`config.mk`:
```
export PLATFORM = sky130hd
export DESIGN_NAME = dqsw_delay_sweep_ctrl
export DESIGN_NICKNAME = d
export VERILOG_FILES = /design/src/rtl/dqsw_sweep_pkg.sv /design/src/rtl/dqsw_sample_window.sv /design/src/rtl/dqsw_delay_sweep_ctrl.sv
export SDC_FILE = /design/constraint.sdc
export NUM_CORES = 1
export LEC_CHECK = 0
export CAP_MARGIN = 20
export CORE_ASPECT_RATIO = 0.9
export CORE_MARGIN = 1.5
export CORE_UTILIZATION = 59
export CTS_BUF_LIST = sky130_fd_sc_hd__clkbuf_8
export CTS_CLUSTER_DIAMETER = 200
export DETAILED_ROUTE_END_ITERATION = 7
export PLACE_DENSITY = 0.87
export SYNTH_ARGS = -nofsm -noshare
export SYNTH_HDL_FRONTEND = slang
export SYNTH_SLANG_ARGS = --single-unit
```
`constraint.sdc`:
```
create_clock -name FAB_CLK -period 5.5 [get_ports FAB_CLK]
set_input_delay 0.55 -clock FAB_CLK [delete_from_list [all_inputs] [get_ports FAB_CLK]]
set_output_delay 0.55 -clock FAB_CLK [all_outputs]
set_load 0.03 [all_outputs]
```
`src/rtl/dqsw_sweep_pkg.sv`:
```
// Shared types and defaults for the DQSW write-leveling delay sweep controller.
package dqsw_sweep_pkg;

    typedef enum logic [2:0] {
        ST_IDLE,
        ST_LOAD,
        ST_CLEAR,
        ST_SETTLE,
        ST_SAMPLE,
        ST_MOVE,
        ST_DONE,
        ST_FAIL
    } dqsw_sweep_state_t;

    localparam int DEF_MAX_TAPS      = 128;
    localparam int DEF_SETTLE_CYCLES = 8;
    localparam int DEF_SAMPLES       = 4;

    // A one-tap line still needs a 1-bit tap register.
    function automatic int tap_width(input int taps);
        return (taps > 1) ? $clog2(taps) : 1;
    endfunction

endpackage

```
`src/rtl/dqsw_sample_window.sv`:
```
// Per-tap settle/sample sequencer: waits SETTLE_CYCLES after start, then ANDs/ORs
// RX data over SAMPLES cycles and flags the last settle and last sample cycles.
module dqsw_sample_window
    import dqsw_sweep_pkg::*;
#(
    parameter int SETTLE_CYCLES = DEF_SETTLE_CYCLES,
    parameter int SAMPLES       = DEF_SAMPLES
)(
    input  logic       clk,
    input  logic       srst,
    input  logic       start,
    input  logic       abort,
    input  logic [1:0] rx_data,
    output logic       settle_done,
    output logic       window_done,
    output logic       all_one,
    output logic       all_zero
);

    localparam int CNT_MAX = (SETTLE_CYCLES > SAMPLES) ? SETTLE_CYCLES : SAMPLES;
    localparam int CNT_W   = $clog2(CNT_MAX + 1);

    typedef enum logic [1:0] {PH_IDLE, PH_SETTLE, PH_SAMPLE} phase_t;

    phase_t             phase_reg;
    logic [CNT_W-1:0]   cnt_reg;
    logic               last_settle;
    logic               last_sample;
    logic [1:0]         and_bits;
    logic [1:0]         or_bits;

    assign last_settle = (phase_reg == PH_SETTLE) && (cnt_reg == CNT_W'(SETTLE_CYCLES - 1));
    assign last_sample = (phase_reg == PH_SAMPLE) && (cnt_reg == CNT_W'(SAMPLES - 1));

    assign settle_done = last_settle;
    assign window_done = last_sample;

    // Results include the current cycle's data so the decision lands on the last sample edge.
    assign all_one  = &and_bits;
    assign all_zero = ~(|or_bits);

    for (genvar gi = 0; gi < 2; gi++) begin : g_bit
        logic and_bit_reg;
        logic or_bit_reg;

        assign and_bits[gi] = and_bit_reg & rx_data[gi];
        assign or_bits[gi]  = or_bit_reg | rx_data[gi];

        always_ff @(posedge clk) begin
            if (srst || last_settle) begin
                and_bit_reg <= 1'b1;
                or_bit_reg  <= 1'b0;
            end else if (phase_reg == PH_SAMPLE) begin
                and_bit_reg <= and_bits[gi];
                or_bit_reg  <= or_bits[gi];
            end
        end
    end

    always_ff @(posedge clk) begin
        if (srst || abort) begin
            phase_reg <= PH_IDLE;
            cnt_reg   <= '0;
        end else if (start) begin
            phase_reg <= PH_SETTLE;
            cnt_reg   <= '0;
        end else begin
            case (phase_reg)
                PH_SETTLE: begin
                    if (last_settle) begin
                        phase_reg <= PH_SAMPLE;
                        cnt_reg   <= '0;
                    end else begin
                        cnt_reg <= cnt_reg + CNT_W'(1);
                    end
                end
                PH_SAMPLE: begin
                    if (last_sample) begin
                        phase_reg <= PH_IDLE;
                        cnt_reg   <= '0;
                    end else begin
                        cnt_reg <= cnt_reg + CNT_W'(1);
                    end
                end
                default: begin
                    phase_reg <= PH_IDLE;
                    cnt_reg   <= '0;
                end
            endcase
        end
    end

endmodule

```
`src/rtl/dqsw_delay_sweep_ctrl.sv`:
```
// DQSW lane write-leveling trainer: sweeps the IOD delay line upward from tap 0
// and stops at the first tap whose feedback turns from stable 0 to stable 1.
module dqsw_delay_sweep_ctrl
    import dqsw_sweep_pkg::*;
#(
    parameter int MAX_TAPS      = DEF_MAX_TAPS,
    parameter int SETTLE_CYCLES = DEF_SETTLE_CYCLES,
    parameter int SAMPLES       = DEF_SAMPLES
)(
    input  logic                              FAB_CLK,
    input  logic                              RESET,
    input  logic                              START,
    output logic                              BUSY,
    output logic                              DONE,
    output logic                              FAIL,
    output logic [tap_width(MAX_TAPS)-1:0]    TAP_VALUE,
    output logic                              EARLY_STATUS,
    output logic                              LATE_STATUS,
    input  logic [1:0]                        RX_DATA_0,
    input  logic                              EYE_MONITOR_EARLY_0,
    input  logic                              EYE_MONITOR_LATE_0,
    input  logic                              DELAY_LINE_OUT_OF_RANGE_0,
    output logic                              DELAY_LINE_LOAD_0,
    output logic                              DELAY_LINE_MOVE_0,
    output logic                              DELAY_LINE_DIRECTION_0,
    output logic                              EYE_MONITOR_CLEAR_FLAGS_0
);

    localparam int                TAP_W    = tap_width(MAX_TAPS);
    localparam logic [TAP_W-1:0]  LAST_TAP = TAP_W'(MAX_TAPS - 1);

    dqsw_sweep_state_t  state_reg;
    logic [TAP_W-1:0]   tap_reg;
    logic               busy_reg;
    logic               done_reg;
    logic               fail_reg;
    logic               early_reg;
    logic               late_reg;
    logic               load_reg;
    logic               move_reg;
    logic               dir_reg;
    logic               clear_reg;
    logic               seen_zero_reg;

    logic               in_window;
    logic               range_err;
    logic               settle_done;
    logic               window_done;
    logic               all_one;
    logic               all_zero;

    assign in_window = (state_reg == ST_CLEAR) || (state_reg == ST_SETTLE) ||
                       (state_reg == ST_SAMPLE);
    assign range_err = in_window && DELAY_LINE_OUT_OF_RANGE_0;

    dqsw_sample_window #(
        .SETTLE_CYCLES (SETTLE_CYCLES),
        .SAMPLES       (SAMPLES)
    ) u_window (
        .clk         (FAB_CLK),
        .srst        (RESET),
        .start       (state_reg == ST_CLEAR),
        .abort       (range_err),
        .rx_data     (RX_DATA_0),
        .settle_done (settle_done),
        .window_done (window_done),
        .all_one     (all_one),
        .all_zero    (all_zero)
    );

    always_ff @(posedge FAB_CLK) begin
        if (RESET) begin
            state_reg     <= ST_IDLE;
            tap_reg       <= '0;
            busy_reg      <= 1'b0;
            done_reg      <= 1'b0;
            fail_reg      <= 1'b0;
            early_reg     <= 1'b0;
            late_reg      <= 1'b0;
            load_reg      <= 1'b0;
            move_reg      <= 1'b0;
            dir_reg       <= 1'b0;
            clear_reg     <= 1'b0;
            seen_zero_reg <= 1'b0;
        end else begin
            load_reg  <= 1'b0;
            move_reg  <= 1'b0;
            dir_reg   <= 1'b0;
            clear_reg <= 1'b0;

            case (state_reg)
                ST_IDLE, ST_DONE, ST_FAIL: begin
                    if (START) begin
                        done_reg      <= 1'b0;
                        fail_reg      <= 1'b0;
                        seen_zero_reg <= 1'b0;
                        busy_reg      <= 1'b1;
                        load_reg      <= 1'b1;
                        tap_reg       <= '0;
                        state_reg     <= ST_LOAD;
                    end
                end
                ST_LOAD: begin
                    clear_reg <= 1'b1;
                    state_reg <= ST_CLEAR;
                end
                ST_CLEAR, ST_SETTLE: begin
                    if (range_err) begin
                        busy_reg  <= 1'b0;
                        fail_reg  <= 1'b1;
                        state_reg <= ST_FAIL;
                    end else if (state_reg == ST_CLEAR) begin
                        state_reg <= ST_SETTLE;
                    end else if (settle_done) begin
                        state_reg <= ST_SAMPLE;
                    end
                end
                ST_SAMPLE: begin
                    // Range error wins over a same-cycle transition decision.
                    if (range_err) begin
                        busy_reg  <= 1'b0;
                        fail_reg  <= 1'b1;
                        state_reg <= ST_FAIL;
                    end else if (window_done) begin
                        early_reg <= EYE_MONITOR_EARLY_0;
                        late_reg  <= EYE_MONITOR_LATE_0;
                        if (all_one && seen_zero_reg) begin
                            busy_reg  <= 1'b0;
                            done_reg  <= 1'b1;
                            state_reg <= ST_DONE;
                        end else begin
                            if (all_zero) begin
                                seen_zero_reg <= 1'b1;
                            end
                            // Checking the last tap before moving keeps the tap from wrapping.
                            if (tap_reg == LAST_TAP) begin
                                busy_reg  <= 1'b0;
                                fail_reg  <= 1'b1;
                                state_reg <= ST_FAIL;
                            end else begin
                                move_reg  <= 1'b1;
                                dir_reg   <= 1'b1;
                                tap_reg   <= tap_reg + TAP_W'(1);
                                state_reg <= ST_MOVE;
                            end
                        end
                    end
                end
                ST_MOVE: begin
                    clear_reg <= 1'b1;
                    state_reg <= ST_CLEAR;
                end
                default: begin
                    busy_reg  <= 1'b0;
                    state_reg <= ST_IDLE;
                end
            endcase
        end
    end

    assign BUSY                      = busy_reg;
    assign DONE                      = done_reg;
    assign FAIL                      = fail_reg;
    assign TAP_VALUE                 = tap_reg;
    assign EARLY_STATUS              = early_reg;
    assign LATE_STATUS               = late_reg;
    assign DELAY_LINE_LOAD_0         = load_reg;
    assign DELAY_LINE_MOVE_0         = move_reg;
    assign DELAY_LINE_DIRECTION_0    = dir_reg;
    assign EYE_MONITOR_CLEAR_FLAGS_0 = clear_reg;

endmodule

```
**Word-level counts from Yosys, hierarchy flattened**

Cells that the tools add are included.

- Word-level logic and storage cells: 133
- Bits of input ports: 8
- Output and inout port bits: 16
- Flip-flop bits (word level): 29

- Add/sub/neg operators: 2
- Bitwise operators: 8
- Equal/unequal tests: 29
- Muxes and demuxes: 48
- Reduce and logical (&&, ||, !) cells: 28

Operators with widths:

| operator | number |
|---|---|
| two-way mux 7 bit | 5 |
| two-way mux 1 bit | 23 |
| two-way mux 3 bit | 6 |
| AND reduction 6 bit | 3 |
| case mux 7 bit (2 select lines) | 1 |
| equality test 3 bit, second input constant | 4 |
| inequality test 3 x 1 -> 1 bit, second input constant | 4 |
| case mux 3 bit (4 select lines) | 1 |
| inequality test 2 x 1 -> 1 bit, second input constant | 5 |
| inequality test 2 bit, second input constant | 5 |
| AND reduction 5 bit | 2 |
| OR reduction 2 bit | 5 |
| two-way mux 2 bit | 4 |
| two-way mux 4 bit | 2 |
| inequality test 4 x 1 -> 1 bit, second input constant | 2 |
| case mux 4 bit (2 select lines) | 1 |
| adder 7 x 1 -> 7 bit, second input constant | 1 |
| equality test 7 bit, second input constant | 1 |
| equality test 3 x 2 -> 1 bit, second input constant | 2 |
| case mux 1 bit (3 select lines) | 2 |
| AND reduction 2 bit | 3 |
| AND reduction 3 bit | 2 |
| OR reduction 5 bit | 1 |
| adder 4 x 1 -> 4 bit, second input constant | 1 |
| other kinds (17) | 29 |

**Longest topological paths before layout**

- Depth after elaboration: 7
- Depth in mapped cells: 7
- Gate-level depth less buffers: 7

**Cells and area by module**

A second synthesis with hierarchy kept.

- Cells, all modules: 165
- Area total of the unflattened synthesis: 1,423.9 µm²

Modules (own cells, without submodules):

| module | sequential area each (µm²) | cells an instance | area an instance (µm²) | times used |
|---|---|---|---|---|
| dqsw_delay_sweep_ctrl | 380.4 | 116 | 960.9 | 1 |
| dqsw_sample_window | 200.2 | 49 | 462.9 | 1 |

**Least setup slack after synthesis**

No wires, ideal clock.

- Path kind: input-to-reg
- Start: in DELAY_LINE_OUT_OF_RANGE_0
- End: reg tap_reg[5], in the netlist TAP_VALUE[5]
- Cell stages on the path: 5
- Slack: 3.603 ns
- Setup time: 0.070 ns
- Buffers on the path: 1
- Data required time: 5.430 ns
- Arrival: 1.827 ns
- Cells stage by stage: buf_2 > nor4b_4 > a211oi_2 > or4_1 > a21oi_1

- Longest elaborated chain between the ends: 3

RTL lines:

| item | RTL line | source |
|---|---|---|
| from (decl) | dqsw_delay_sweep_ctrl.sv:22 | `input logic DELAY_LINE_OUT_OF_RANGE_0,` |
| logical AND 1 bit | dqsw_delay_sweep_ctrl.sv:54 | `assign range_err = in_window && DELAY_LINE_OUT_OF_RANGE_0;` |
| inequality test 2 bit (no source line) | n/a |  |
| AND reduction 6 bit (no source line) | n/a |  |
| to (signal assigned) | dqsw_delay_sweep_ctrl.sv:143 | `tap_reg <= tap_reg + TAP_W'(1);` |
| to (decl) | dqsw_delay_sweep_ctrl.sv:33 | `logic [TAP_W-1:0] tap_reg;` |

No other way between the ends.
A chain may end at the register's enable or synchronous reset.

**Worst setup path in the final report**

- Start: in DELAY_LINE_OUT_OF_RANGE_0
- End: reg tap_reg[3], in the netlist TAP_VALUE[3]

The elaborated chain is that of the path after synthesis.

==> results.md <==
* Vias in the first global route at 1300
* Most common cell after layout, fill and taps aside: dfxtp_1
* Top delay family on crit path: simple AND/OR/NAND/NOR gates
* CTS tree: done
* Die area at 2863 um^2
* P_leak at 0.6240 nW
* Max reg flops at 7
* Setup Buffers After CTS at 0
* Post-route cell area at 1800 um^2
* Die Y at 50.92 um
* Hold Buf Count CTS at 0
* Register area share after synthesis at 0.3857
* # resized after CTS at 0
* Slowest-stage cell, CP: clkdlybuf4s50_1
* Antenna-violating nets left at 0
* Layout area overhead at 19.62%
* Dpl cell area at 1699 um^2
* Worst Tran Pin Value at 0.7975 ns
* Post-DP HPWL at 2.429 mm
* Core area at 2446 um^2
* WP data arrival at 2.49 ns
* Area leader, netlist: dfxtp_1
* Initial antenna violation count at 0
* Cell Chain, Critical Path: clkdlybuf4s50_1 -> nor4b_4 -> a211oi_2 -> or4_1 -> a21oi_1
* Worst hold path type: reg -> reg
* Mapped cell area at 1505 um^2
* Grt total ovfl at 0
* # setup viols final at 0
* Fin Setup TNS at 0 ns
* RSZ-0062 raised after global routing: no
* DRC at 0
* Final Non-Filler Cells at 230
* Top cells by area, synth: dfxtp_1 (39%), a21oi_1 (6.3%), o21ai_0 (4.7%)
* Share of the synthesized area in the top cell type at 0.3857
* CP Launch Type: input port
* # H-tree levels at 2
* Ys async rst share at 0
* Port buffer count at 23
* Critical path type: in -> reg
* Final-stage net count at 213
* Tcrit/Tclk final at 0.4124
* Final Power at 0.6750 mW
* Total CTS buffers at 5
* Ys Warns at 0
* DRT Wirelength at 3.406 mm
* WHS at 0.4625 ns
* WL/cell at 14.81 um
* Reg clk slew, reported paths at 0.06 ns
* Share of cells above drive strength 1 at 0.07426
* Clock Tree Root: clkbuf_8
* RD Place Congestion at 0.8167
* Vias at 1402
* FF+latch count, synth at 29
* Deepest clock path buffer count at 2
* Boundary pin count at 24
* Area occupied by multi-input gates at 834.6 um^2
* First-pass GRT wire length at 5.671 mm
* Post-route clock skew at 0.004732 ns
* Initial DRC Count at 55
* PD cells at 374.9 nW/um^2
* Number of flops mapped to enable cells by yosys at 0
* Peak fanout along the critical path at 9
* Reg area at 580.6 um^2
* Req. time, crit path at 5.72 ns
* Commonest non-fill, non-tap cells in the layout: dfxtp_1 (29), clkdlybuf4s50_1 (23), a21oi_1 (19)
* Relative slew slack at 0.4611
* Ys flop type: dfxtp_1
* Syn Nets at 195
* Cells after Synth at 183
* Drt pass-1 iters at 4
* Outcome: complete, no violations
* Fin crit period at 2.268 ns
* Slowest stage delay, CP at 0.58 ns
* Peak supply drop at 339.2 uV
* Achievable clock frequency at 440.9 MHz
* Vias per cell at 6.096
* Horiz. Die Dim at 56.24 um
* Slew Limit Fails at 0
* Yosys cell types at 45
* Syn Area/Cell at 8.225 um^2
* Sink Count at 29
* GRT Overall Usage at 0.2628
* Crit. End Element: flop
* Antenna Diode Count at 0
* Fin. Hold Viols at 0
* Fillers at 205
* Largest net degree at the start of global routing at 19
* Starting Density at 0.6153
* Max_cap viols at 0
* Row count at 17
* CP bufs+invs at 1
* Worst skew pair latency at 0.29 ns
* DP Cell Count at 222
[through the flow]
| step | setup WS [ns] | util |
|---|---|---|
| global placement | 3.052 | 0.6946 |
| finish | 3.232 | 0.7361 |
| detailed placement | 2.984 | 0.6946 |
| global route | 3.100 | 0.7361 |
| floorplan | 3.603 | - |
| CTS | 3.264 | 0.7361 |
[cell type report]
class	count	share of cell area
sequential	29	0.3224
timing repair buffer	23	0.1279
inverter	5	0.01042
clock inverter	1	0.002780
multi-input combinational	137	0.4635
tap	28	0.01946
clock buffer	7	0.05351
[per-layer routing]
metal,vias to the layer above,GRT usage,share of wire
met1,651,0.2943,0.45
met2,45,0.4510,0.49
met5,-,0,0
met4,0,0.1111,0.0094
li1,702,-,-
met3,4,0.09873,0.056
[cell usage after synthesis (4+ instances only)]
cell      number
dfxtp_1       29
inv_1          5
nor4_1         4
nand2b_1       5
ha_1           4
nor2_1        18
nand2_1       12
clkbuf_1       5
o21ai_0       14
nand3_1        8
a21oi_1       19
[cells by family (layout without fill, tap and decap cells)]
| family | count (synthesis) | count (layout) | synth area share |
|---|---|---|---|
| AO/OA/AOI/OAI | 54 | 54 | 0.2178 |
| XOR/XNOR | 2 | 2 | 0.01164 |
| AND/OR/NAND/NOR | 76 | 76 | 0.2843 |
| adder cells (fa/ha/maj) | 4 | 4 | 0.03325 |
| buffers and inverters | 17 | 36 | 0.05985 |
| flip-flops | 29 | 29 | 0.3857 |
| multiplexers | 1 | 1 | 0.007481 |
[power by group]
group	leakage [nW]	switching, mW	internal (mW)	total [mW]
clock	0.0542	0.0798	0.113	0.193
combinational	0.335	0.118	0.0907	0.209
sequential	0.235	0.0413	0.232	0.273
total	0.624	0.239	0.436	0.675
[worst paths after layout]
kind                             startpoint                             end  slack [ns]  cells after the start
min reg2reg  u_window.cnt_reg[0]$_SDFF_PP0_  u_window.cnt_reg[0]$_SDFF_PP0_        0.46                      1
max reg2reg       state_reg[1]$_SDFFE_PP0P_       state_reg[2]$_SDFFE_PP0P_        3.39                      5
max               DELAY_LINE_OUT_OF_RANGE_0       TAP_VALUE[3]$_SDFFE_PP0P_        3.23                      5
min          u_window.cnt_reg[0]$_SDFF_PP0_  u_window.cnt_reg[0]$_SDFF_PP0_        0.46                      1
Power figures use the tool's default switching activity.
